### config.mk
export PLATFORM = sky130hd
export DESIGN_NAME = mc_main_control
export DESIGN_NICKNAME = d
export VERILOG_FILES = /design/src/rtl/arc_ctrl_pkg.sv /design/src/rtl/mc_ctrl_outdec.sv /design/src/rtl/mc_main_control.sv
export SDC_FILE = /design/constraint.sdc
export NUM_CORES = 1
export LEC_CHECK = 0
export ABC_AREA = 1
export CAP_MARGIN = 40
export CORE_MARGIN = 2
export CORE_UTILIZATION = 46
export DETAILED_ROUTE_END_ITERATION = 16
export GPL_TIMING_DRIVEN = 0
export HOLD_SLACK_MARGIN = 0.02
export PLACE_DENSITY_LB_ADDON = 0.12
export SLEW_MARGIN = 0
export SYNTH_ARGS = -nofsm -noshare
export SYNTH_HDL_FRONTEND = slang
export SYNTH_SLANG_ARGS = --single-unit
### constraint.sdc
create_clock -name clk -period 5.4 [get_ports clk]
set_clock_uncertainty 0.2 [all_clocks]
set_input_delay 1.62 -clock clk [delete_from_list [all_inputs] [get_ports clk]]
set_output_delay 1.62 -clock clk [all_outputs]
set_load 0.02 [all_outputs]
### src/rtl/arc_ctrl_pkg.sv
// Shared types and encodings for the ARC multi-cycle main control.
// States, opcodes, ALU control codes and datapath mux selects.
package arc_ctrl_pkg;

  typedef enum logic [3:0] {
    S_RST, S_FETCH, S_DECODE, S_MEMADR, S_MEMRD, S_MEMWB, S_MEMWR,
    S_REX, S_RWB, S_BEQ, S_BNE, S_IEX, S_IWB, S_J, S_JAL
  } state_t;

  localparam logic [5:0] OP_RTYPE = 6'd0;
  localparam logic [5:0] OP_J     = 6'd2;
  localparam logic [5:0] OP_JAL   = 6'd3;
  localparam logic [5:0] OP_BEQ   = 6'd4;
  localparam logic [5:0] OP_BNE   = 6'd5;
  localparam logic [5:0] OP_ADDI  = 6'd8;
  localparam logic [5:0] OP_SLTI  = 6'd10;
  localparam logic [5:0] OP_ANDI  = 6'd12;
  localparam logic [5:0] OP_ORI   = 6'd13;
  localparam logic [5:0] OP_XORI  = 6'd14;
  localparam logic [5:0] OP_LUI   = 6'd15;
  localparam logic [5:0] OP_LW    = 6'd35;
  localparam logic [5:0] OP_SW    = 6'd43;

  localparam logic [1:0] ALUOP_ADD   = 2'd0;
  localparam logic [1:0] ALUOP_SUB   = 2'd1;
  localparam logic [1:0] ALUOP_RTYPE = 2'd2;
  localparam logic [1:0] ALUOP_OTHER = 2'd3;

  localparam logic [3:0] OTHER_ADDI = 4'd0;
  localparam logic [3:0] OTHER_ANDI = 4'd1;
  localparam logic [3:0] OTHER_ORI  = 4'd2;
  localparam logic [3:0] OTHER_XORI = 4'd3;
  localparam logic [3:0] OTHER_BNE  = 4'd5;
  localparam logic [3:0] OTHER_SLTI = 4'd6;
  localparam logic [3:0] OTHER_LUI  = 4'd7;
  localparam logic [3:0] OTHER_JAL  = 4'd8;

  localparam logic [1:0] PCSRC_ALU    = 2'd0;
  localparam logic [1:0] PCSRC_ALUOUT = 2'd1;
  localparam logic [1:0] PCSRC_JUMP   = 2'd2;
  localparam logic [1:0] PCSRC_RS     = 2'd3;

  localparam logic [1:0] REGDST_RT = 2'd0;
  localparam logic [1:0] REGDST_RD = 2'd1;
  localparam logic [1:0] REGDST_RA = 2'd2;

  localparam logic [1:0] MEMTOREG_ALUOUT = 2'd0;
  localparam logic [1:0] MEMTOREG_MDR    = 2'd1;
  localparam logic [1:0] MEMTOREG_PC     = 2'd2;

  localparam logic [1:0] SRCB_RT    = 2'd0;
  localparam logic [1:0] SRCB_FOUR  = 2'd1;
  localparam logic [1:0] SRCB_IMM   = 2'd2;
  localparam logic [1:0] SRCB_IMMSH = 2'd3;

  typedef struct packed {
    logic       pc_write;
    logic       pc_write_cond;
    logic       pc_write_cond_ne;
    logic       iord;
    logic       mem_read;
    logic       mem_write;
    logic       ir_write;
    logic       reg_write;
    logic [1:0] reg_dst;
    logic [1:0] mem_to_reg;
    logic       alu_src_a;
    logic [1:0] alu_src_b;
    logic [1:0] alu_op;
    logic [3:0] other;
    logic [1:0] pc_source;
  } ctrl_t;

  // I-type sub-op handed to alu_control during IEX/IWB.
  function automatic logic [3:0] other_for_op(input logic [5:0] op);
    case (op)
      OP_ANDI: return OTHER_ANDI;
      OP_ORI:  return OTHER_ORI;
      OP_XORI: return OTHER_XORI;
      OP_SLTI: return OTHER_SLTI;
      OP_LUI:  return OTHER_LUI;
      default: return OTHER_ADDI;
    endcase
  endfunction

endpackage

### src/rtl/mc_ctrl_outdec.sv
// Combinational control-word decode: state (+opcode, MemReady, jumpreg) -> datapath controls.
// Memory-side enables are qualified by MemReady so a stalled access never commits.
module mc_ctrl_outdec
  import arc_ctrl_pkg::*;
(
  input  state_t     i_state,
  input  logic [5:0] i_opcode,
  input  logic       i_mem_ready,
  input  logic       i_jumpreg,
  output ctrl_t      o_ctrl
);

  always_comb begin
    o_ctrl = '0;
    case (i_state)
      S_FETCH: begin
        o_ctrl.mem_read  = 1'b1;
        o_ctrl.alu_src_b = SRCB_FOUR;
        o_ctrl.alu_op    = ALUOP_ADD;
        o_ctrl.pc_source = PCSRC_ALU;
        o_ctrl.ir_write  = i_mem_ready;
        o_ctrl.pc_write  = i_mem_ready;
      end
      S_DECODE: begin
        o_ctrl.alu_src_b = SRCB_IMMSH;
      end
      S_MEMADR: begin
        o_ctrl.alu_src_a = 1'b1;
        o_ctrl.alu_src_b = SRCB_IMM;
      end
      S_MEMRD: begin
        o_ctrl.mem_read = 1'b1;
        o_ctrl.iord     = 1'b1;
      end
      S_MEMWB: begin
        o_ctrl.reg_write  = 1'b1;
        o_ctrl.reg_dst    = REGDST_RT;
        o_ctrl.mem_to_reg = MEMTOREG_MDR;
      end
      S_MEMWR: begin
        o_ctrl.mem_write = i_mem_ready;
        o_ctrl.iord      = 1'b1;
      end
      S_REX: begin
        o_ctrl.alu_src_a = 1'b1;
        o_ctrl.alu_src_b = SRCB_RT;
        o_ctrl.alu_op    = ALUOP_RTYPE;
        if (i_jumpreg) begin
          o_ctrl.pc_write  = 1'b1;
          o_ctrl.pc_source = PCSRC_RS;
        end
      end
      S_RWB: begin
        o_ctrl.reg_write  = 1'b1;
        o_ctrl.reg_dst    = REGDST_RD;
        o_ctrl.mem_to_reg = MEMTOREG_ALUOUT;
        o_ctrl.alu_op     = ALUOP_RTYPE;
      end
      S_BEQ: begin
        o_ctrl.alu_src_a     = 1'b1;
        o_ctrl.alu_op        = ALUOP_SUB;
        o_ctrl.pc_write_cond = 1'b1;
        o_ctrl.pc_source     = PCSRC_ALUOUT;
      end
      S_BNE: begin
        o_ctrl.alu_src_a        = 1'b1;
        o_ctrl.alu_op           = ALUOP_OTHER;
        o_ctrl.other            = OTHER_BNE;
        o_ctrl.pc_write_cond_ne = 1'b1;
        o_ctrl.pc_source        = PCSRC_ALUOUT;
      end
      S_IEX: begin
        o_ctrl.alu_src_a = 1'b1;
        o_ctrl.alu_src_b = SRCB_IMM;
        o_ctrl.alu_op    = ALUOP_OTHER;
        o_ctrl.other     = other_for_op(i_opcode);
      end
      S_IWB: begin
        o_ctrl.reg_write = 1'b1;
        o_ctrl.alu_op    = ALUOP_OTHER;
        o_ctrl.other     = other_for_op(i_opcode);
      end
      S_J: begin
        o_ctrl.pc_write  = 1'b1;
        o_ctrl.pc_source = PCSRC_JUMP;
      end
      S_JAL: begin
        o_ctrl.pc_write   = 1'b1;
        o_ctrl.pc_source  = PCSRC_JUMP;
        o_ctrl.reg_write  = 1'b1;
        o_ctrl.reg_dst    = REGDST_RA;
        o_ctrl.mem_to_reg = MEMTOREG_PC;
        o_ctrl.alu_op     = ALUOP_OTHER;
        o_ctrl.other      = OTHER_JAL;
      end
      default: ;
    endcase
  end

endmodule

### src/rtl/mc_main_control.sv
// Multi-cycle main control FSM with memory-ready stall watchdog for the ARC MIPS core.
// Outputs are combinational from state; MemReady gates fetch/store enables and timeout exits.
module mc_main_control
  import arc_ctrl_pkg::*;
#(
  parameter int MEM_WAIT_MAX = 15
) (
  input  logic       clk,
  input  logic       rst_n,
  input  logic [5:0] i_con_Opcode,
  input  logic       i_con_jumpreg,
  input  logic       i_con_MemReady,
  output logic       o_con_PCWrite,
  output logic       o_con_PCWriteCond,
  output logic       o_con_PCWriteCondNe,
  output logic       o_con_IorD,
  output logic       o_con_MemRead,
  output logic       o_con_MemWrite,
  output logic       o_con_IRWrite,
  output logic       o_con_RegWrite,
  output logic [1:0] o_con_RegDst,
  output logic [1:0] o_con_MemtoReg,
  output logic       o_con_ALUSrcA,
  output logic [1:0] o_con_ALUSrcB,
  output logic [1:0] o_con_AluOp,
  output logic [3:0] o_con_Other,
  output logic [1:0] o_con_PCSource,
  output logic       o_con_Illegal,
  output logic       o_con_MemTimeout
);

  localparam int CNT_W = $clog2(MEM_WAIT_MAX + 1);

  state_t             r_state;
  state_t             w_next;
  logic [CNT_W-1:0]   r_wait_cnt;
  logic               w_waiting;
  logic               w_expire;
  logic               w_illegal;
  ctrl_t              w_ctrl;

  assign w_waiting = (r_state == S_FETCH) || (r_state == S_MEMRD) || (r_state == S_MEMWR);
  // Ready on the expiry cycle takes precedence over the timeout.
  assign w_expire  = w_waiting && !i_con_MemReady && (r_wait_cnt == CNT_W'(MEM_WAIT_MAX));

  always_ff @(posedge clk or negedge rst_n) begin
    if (!rst_n) begin
      r_state    <= S_RST;
      r_wait_cnt <= '0;
    end else begin
      r_state <= w_next;
      if (w_waiting && !i_con_MemReady && !w_expire)
        r_wait_cnt <= r_wait_cnt + CNT_W'(1);
      else
        r_wait_cnt <= '0;
    end
  end

  always_comb begin
    w_next    = r_state;
    w_illegal = 1'b0;
    case (r_state)
      S_RST:    w_next = S_FETCH;
      S_FETCH:  if (i_con_MemReady) w_next = S_DECODE;
      S_DECODE: begin
        case (i_con_Opcode)
          OP_LW, OP_SW:                    w_next = S_MEMADR;
          OP_RTYPE:                        w_next = S_REX;
          OP_BEQ:                          w_next = S_BEQ;
          OP_BNE:                          w_next = S_BNE;
          OP_ADDI, OP_ANDI, OP_ORI,
          OP_XORI, OP_SLTI, OP_LUI:        w_next = S_IEX;
          OP_J:                            w_next = S_J;
          OP_JAL:                          w_next = S_JAL;
          default: begin
            w_illegal = 1'b1;
            w_next    = S_FETCH;
          end
        endcase
      end
      S_MEMADR: w_next = (i_con_Opcode == OP_LW) ? S_MEMRD : S_MEMWR;
      S_MEMRD:  if (i_con_MemReady) w_next = S_MEMWB;
      S_MEMWR:  if (i_con_MemReady) w_next = S_FETCH;
      S_REX:    w_next = i_con_jumpreg ? S_FETCH : S_RWB;
      S_IEX:    w_next = S_IWB;
      default:  w_next = S_FETCH;
    endcase
    if (w_expire)
      w_next = S_FETCH;
  end

  mc_ctrl_outdec u_outdec (
    .i_state     (r_state),
    .i_opcode    (i_con_Opcode),
    .i_mem_ready (i_con_MemReady),
    .i_jumpreg   (i_con_jumpreg),
    .o_ctrl      (w_ctrl)
  );

  assign o_con_PCWrite       = w_ctrl.pc_write;
  assign o_con_PCWriteCond   = w_ctrl.pc_write_cond;
  assign o_con_PCWriteCondNe = w_ctrl.pc_write_cond_ne;
  assign o_con_IorD          = w_ctrl.iord;
  assign o_con_MemRead       = w_ctrl.mem_read;
  assign o_con_MemWrite      = w_ctrl.mem_write;
  assign o_con_IRWrite       = w_ctrl.ir_write;
  assign o_con_RegWrite      = w_ctrl.reg_write;
  assign o_con_RegDst        = w_ctrl.reg_dst;
  assign o_con_MemtoReg      = w_ctrl.mem_to_reg;
  assign o_con_ALUSrcA       = w_ctrl.alu_src_a;
  assign o_con_ALUSrcB       = w_ctrl.alu_src_b;
  assign o_con_AluOp         = w_ctrl.alu_op;
  assign o_con_Other         = w_ctrl.other;
  assign o_con_PCSource      = w_ctrl.pc_source;
  assign o_con_Illegal       = w_illegal;
  assign o_con_MemTimeout    = w_expire;

endmodule

# == Yosys cells after proc, flatten, opt, wreduce, memory -nomap -nowiden ==
# Index checks and enable logic that the tools add are counted.
# op_classes
addsub,1
eq_ne,30
muxes,28
n_reduce_logical,22
# ops
op,count
$pmux W4 S7,2
$eq A6 B4 Y1 const B,6
$eq A4 B4 Y1 const B,8
$mux W4,6
$pmux W4 S3,2
$pmux W2 S3,3
$eq A4 B3 Y1 const B,4
$reduce_or A2 Y1,8
$pmux W3 S5,1
$reduce_or A13 Y1,1
$eq A6 B2 Y1 const B,2
$eq A6 B3 Y1 const B,2
$eq A6 B6 Y1 const B,2
$mux W1,11
$ne A3 B3 Y1 const B,3
$eq A4 B2 Y1 const B,2
$reduce_or A4 Y1,2
$logic_not A6 Y1,1
$reduce_or A6 Y1,1
$reduce_or A5 Y1,1
$add A4 B1 Y4 const B,1
$eq A4 B1 Y1 const B,1
$mux W2,2
$logic_and A1 B1 Y1,3
4 further kinds,6
# totals
regBits,8
in_bits,10
out_inout_bits,25
elab_cells,83

# == Longest topological paths before layout ==
# logic_depth
word_depth,8
ltp_mapped,11
ltp_nobuf,11

# == Cells and area by module ==
# From an unflattened synthesis, not the netlist that was laid out.
# unflattened
hier_cells,194
hier_area_um2,1038.5
# by_module_without_submodules
mod,n_inst,cells_each,area_each_um2
mc_main_control,1,117,690.7
mc_ctrl_outdec,1,77,347.8

# == Worst setup path before layout ==
# Ideal clock, no wire load.
# synth_timing
path_kind,input to output
startpoint,in i_con_Opcode[0]
endpoint,out o_con_Illegal
arrival_time_ps,2612
required_ps,3580
path_slack_ps,968
path_stages,7
cell_sequence,inv_1 -> nand2_1 -> nand3_1 -> nand3_1 -> nor2_1 -> nand2_1 -> nor3_1
# synth_between
elab_chain_cells,4
word_cells_on_any_way,16
# synth_lines
element,line,source
"start, declared",mc_main_control.sv:10,"input logic [5:0] i_con_Opcode,"
"$eq A6 B6 Y1, or another cell as far along",mc_main_control.sv:66,case (i_con_Opcode)
$reduce_or A13 Y1 (no line) *,n/a,
$mux W1 *,mc_main_control.sv:66,
$mux W1 *,mc_main_control.sv:62,case (r_state)
"end, declared",mc_main_control.sv:28,"output logic o_con_Illegal,"
# Every way passes the cells marked *; elsewhere a longest branch is shown, timed or not.

# == Final worst setup path ==
# layout_timing
startpoint,in i_con_Opcode[1]
endpoint,out o_con_Other[2]
# layout_between
elab_chain_cells,3
word_cells_on_any_way,7
# layout_lines
element,line,source
$eq A6 B4 Y1,arc_ctrl_pkg.sv:76,case (op)
$pmux W3 S5 *,arc_ctrl_pkg.sv:76,
$pmux W4 S3 *,mc_ctrl_outdec.sv:15,case (i_state)
"end, declared",mc_main_control.sv:26,"output logic [3:0] o_con_Other,"
# Marks and branches as above.

==> Flow_metrics.wiki <==
{| class="wikitable"
! Metric !! Value
|-
| Result of the run || finished, final reports clean
|-
| Final cycle utilization of the critical path || 96.4%
|-
| Post-placement setup slack || approximately 0.0067 ns
|-
| Final routed DRC violation total || 0
|-
| Summed instance area of the synthesized netlist || 861 um^2
|-
| Post-DRT Antenna Nets || 0
|-
| Critical Path Sink Type || primary output
|-
| Commonest cells after routing, fill and taps aside || nand2_1 (36), nor2_1 (34), clkdlybuf4s50_1 (32)
|-
| Wire length after detailed routing || 2.25 mm
|-
| Total number of nets in the final design || roughly 200
|-
| Final setup violating endpoints || 0
|-
| Clock period minus final worst setup slack || ~5.2 ns
|-
| TritonRoute pass-1 iters || 4
|-
| WP data required || between 3 and 4 ns
|-
| Total count of hold-check failures in the final report || 0
|-
| Most common cell after layout, fill and taps aside || nand2_1
|-
| Peak supply drop || around 0.29 mV
|-
| Highest achievable clock rate || 192 MHz
|-
| Switching power || approximately 0.22 mW
|-
| Total inserted antenna cells || 0
|-
| DRC violation total after the first TritonRoute iteration || 35
|-
| Clock Root Buffer || clkbuf_4
|-
| I/O pin cnt || 35
|-
| GRT Total Usage || between 20% and 30%
|-
| Global-route wire length before repair || about 3.7 mm
|-
| HPWL after detailed placement || 1.88 mm
|-
| Part of the power in registers || a little over a fifth
|-
| Count of input and output buffers || 34
|-
| Final Max Slew Viols || 0
|-
| Fraction of layout cells with a size suffix above 1 || 14.7%
|-
| Layout fillers || 168
|-
| Cell row count || 15
|-
| # clock sinks || 8
|-
| Die H || approximately 47 um
|-
| Overflow after GRT || 0
|-
| Combinational Power Share || approximately two thirds
|-
| Worst-path maximum fanout || 6
|-
| Clock edge transition at the registers on the reported setup and hold paths || about 0.05 ns
|-
| Standby leakage power || between 0.6 and 0.7 nW
|-
| Number of global-route vias before repair || approximately 900
|-
| Number of warnings issued by yosys || 0
|-
| Core region area || 1750 um^2
|-
| Filler-free cell count of the finished design || about 220
|-
| Number of buffers created by CTS || 3
|-
| Clock power share || between 10% and 20%
|-
| Horizontal extent of the die || 47.3 um
|-
| H-tree depth || 1
|-
| Startpoint class of the critical path || primary input
|-
| Cell internal power dissipation || between 0.2 and 0.25 mW
|-
| Final core occ || around 72%
|-
| Final RePlAce weighted congestion || roughly 0.9
|-
| Total power || 0.440 mW
|-
| Post-CTS resize count || 0
|-
| Setup bufs post-CTS || 0
|-
| Depth of the most critical reg-to-reg path || 8
|-
| Hold WC Path Type || flip-flop to flip-flop
|-
| Count of vias placed by the detailed router || about 1100
|-
| Total of flip-flops plus latches after synthesis || 8
|-
| Die Outline Area || 2230 um^2
|-
| CTS hold repair buffers || 0
|-
| Final worst-path setup slack || 0.193 ns
|-
| Setup repair after global routing missed its margin || false
|-
| Power Dens Cells || between 300 and 400 nW/um^2
|-
| Placed instance count || ~210
|-
| Clock tree from TritonCTS || built
|-
| Sw Share || 49.9%
|-
| Register area share after synthesis || roughly a quarter
|-
| Antenna violations before repair || 0
|-
| Layout area overhead || 46.9%
|-
| Worst-case clock buffer depth || 2
|-
| Pin count of the biggest net entering global routing || 9
|-
| MaxCap Viol Count || 0
|-
| Depth of the worst hold-timing path || 1
|-
| Worst-margin pin slew || 0.345 ns
|-
| Vias/cell || 4.86
|-
| Setup Crit Path Kind || primary input to primary output
|-
| Post-synthesis net count || 165
|-
| Average detailed-routed wire length per instance || about 10 um
|-
| Clock latency at the later pin of the worst-skew pair || approximately 0.26 ns
|-
| Cell variety after synth || 22
|-
| Initial cell density of the core || approximately half
|-
| Synthesized netlist cell count || ~150
|-
| Setup TNS || 0 ns
|-
| Mean instance size in the synthesized netlist || between 5 and 6 um^2
|-
| Arrival time at the worst endpoint || around 3.4 ns
|-
| Max transition margin || 76.9%
|}
[layout make-up]
type	count	area, um^2	area share (%)
multi-input cells	115	542	42.8
repair buffers	34	345	27.3
flip-flops and latches	8	200	15.8
inverters	29	109	8.61
well taps	25	31.3	2.47
clock buffers	3	22.5	1.78
plain buffers	2	15.0	1.19
[power groups by stage]
stage	clock (mW)	combinational, mW	sequential [mW]
2_1_floorplan	0	0.196	0.0912
3_3_place_gp	0	0.294	0.0946
3_5_place_dp	0	0.299	0.0959
4_1_cts	0.0472	0.300	0.0949
5_1_grt	0.0500	0.330	0.0974
6_report	0.0470	0.298	0.0949
[sequential cells by signal, indices dropped and copies added, names as in the netlist]
register	cells
r_state	4
r_wait_cnt	4
[worst max-delay path, cell delays in order]
cell             delay (ns)
clkdlybuf4s50_1        0.58
inv_2                  0.07
nor2_1                 0.14
nand3_1                0.15
o21ai_0                0.11
nand2_1                0.08
nand2_1                0.05
clkdlybuf4s50_1        0.59
[through the flow]
stage | cell area (um^2) | hold WS, ns
6_report | 1260 | 0.274
5_1_grt | 1260 | 0.297
4_1_cts | 1250 | 0.277
3_5_place_dp | 1230 | 0.269
3_3_place_gp | 1230 | 0.251
2_1_floorplan | 861 | 0.231
[final timing paths]
kind	slack [ns]	to	from
max in group asynchronous	3.32	r_wait_cnt[0]	rst_n
worst min-delay path	0.27	r_wait_cnt[0]	r_wait_cnt[0]
worst min register to register	0.27	r_wait_cnt[0]	r_wait_cnt[0]
min in group asynchronous	1.43	r_state[1]	rst_n
worst max register to register	3.78	r_state[0]	r_state[1]
worst max-delay path	0.19	o_con_Other[2]	i_con_Opcode[1]
[synthesized netlist by cell type]
cell type  count  share of area [%]
inv_1         20                8.7
buf_4          2                1.7
nor3_1         4                2.3
inv_2          9                3.9
nor2_2         4                2.9
a21oi_1        4                2.3
ha_1           1                1.5
dfrtp_1        8                 23
or2_1          1               0.73
nand2_2        8                5.8
o21bai_1       1               0.87
nand2_1       36                 16
nor2_4         1                1.3
nand3_1       10                5.8
xnor2_1        1                1.0
xor2_1         1                1.0
nor2_1        34                 15
o31ai_1        1               0.87
o21ai_1        1               0.58
a21oi_2        1                1.0
o22ai_1        2                1.5
o21ai_0        4                2.3
[cells by family (layout without fill, tap and decap cells)]
group / after synthesis / count (layout) / synth area share (%)
AND/OR/NAND/NOR: 98 / 98 / 49.4
buffers and inverters: 31 / 68 / 14.4
AO/OA/AOI/OAI: 14 / 14 / 9.45
flip-flops: 8 / 8 / 23.3
XOR/XNOR: 2 / 2 / 2.04
adder cells (fa/ha/maj): 1 / 1 / 1.45
[layer usage]
layer / GRT usage (%) / part of all wire, % / wire, um
met5: 0 / 0 / 0
met2: 35.1 / 45 / 1010
met1: 32.6 / 48 / 1070
met4: 7.22 / 0.44 / 10
met3: 3.46 / 6.8 / 153
Note: power is estimated with default switching activity, not from simulation.
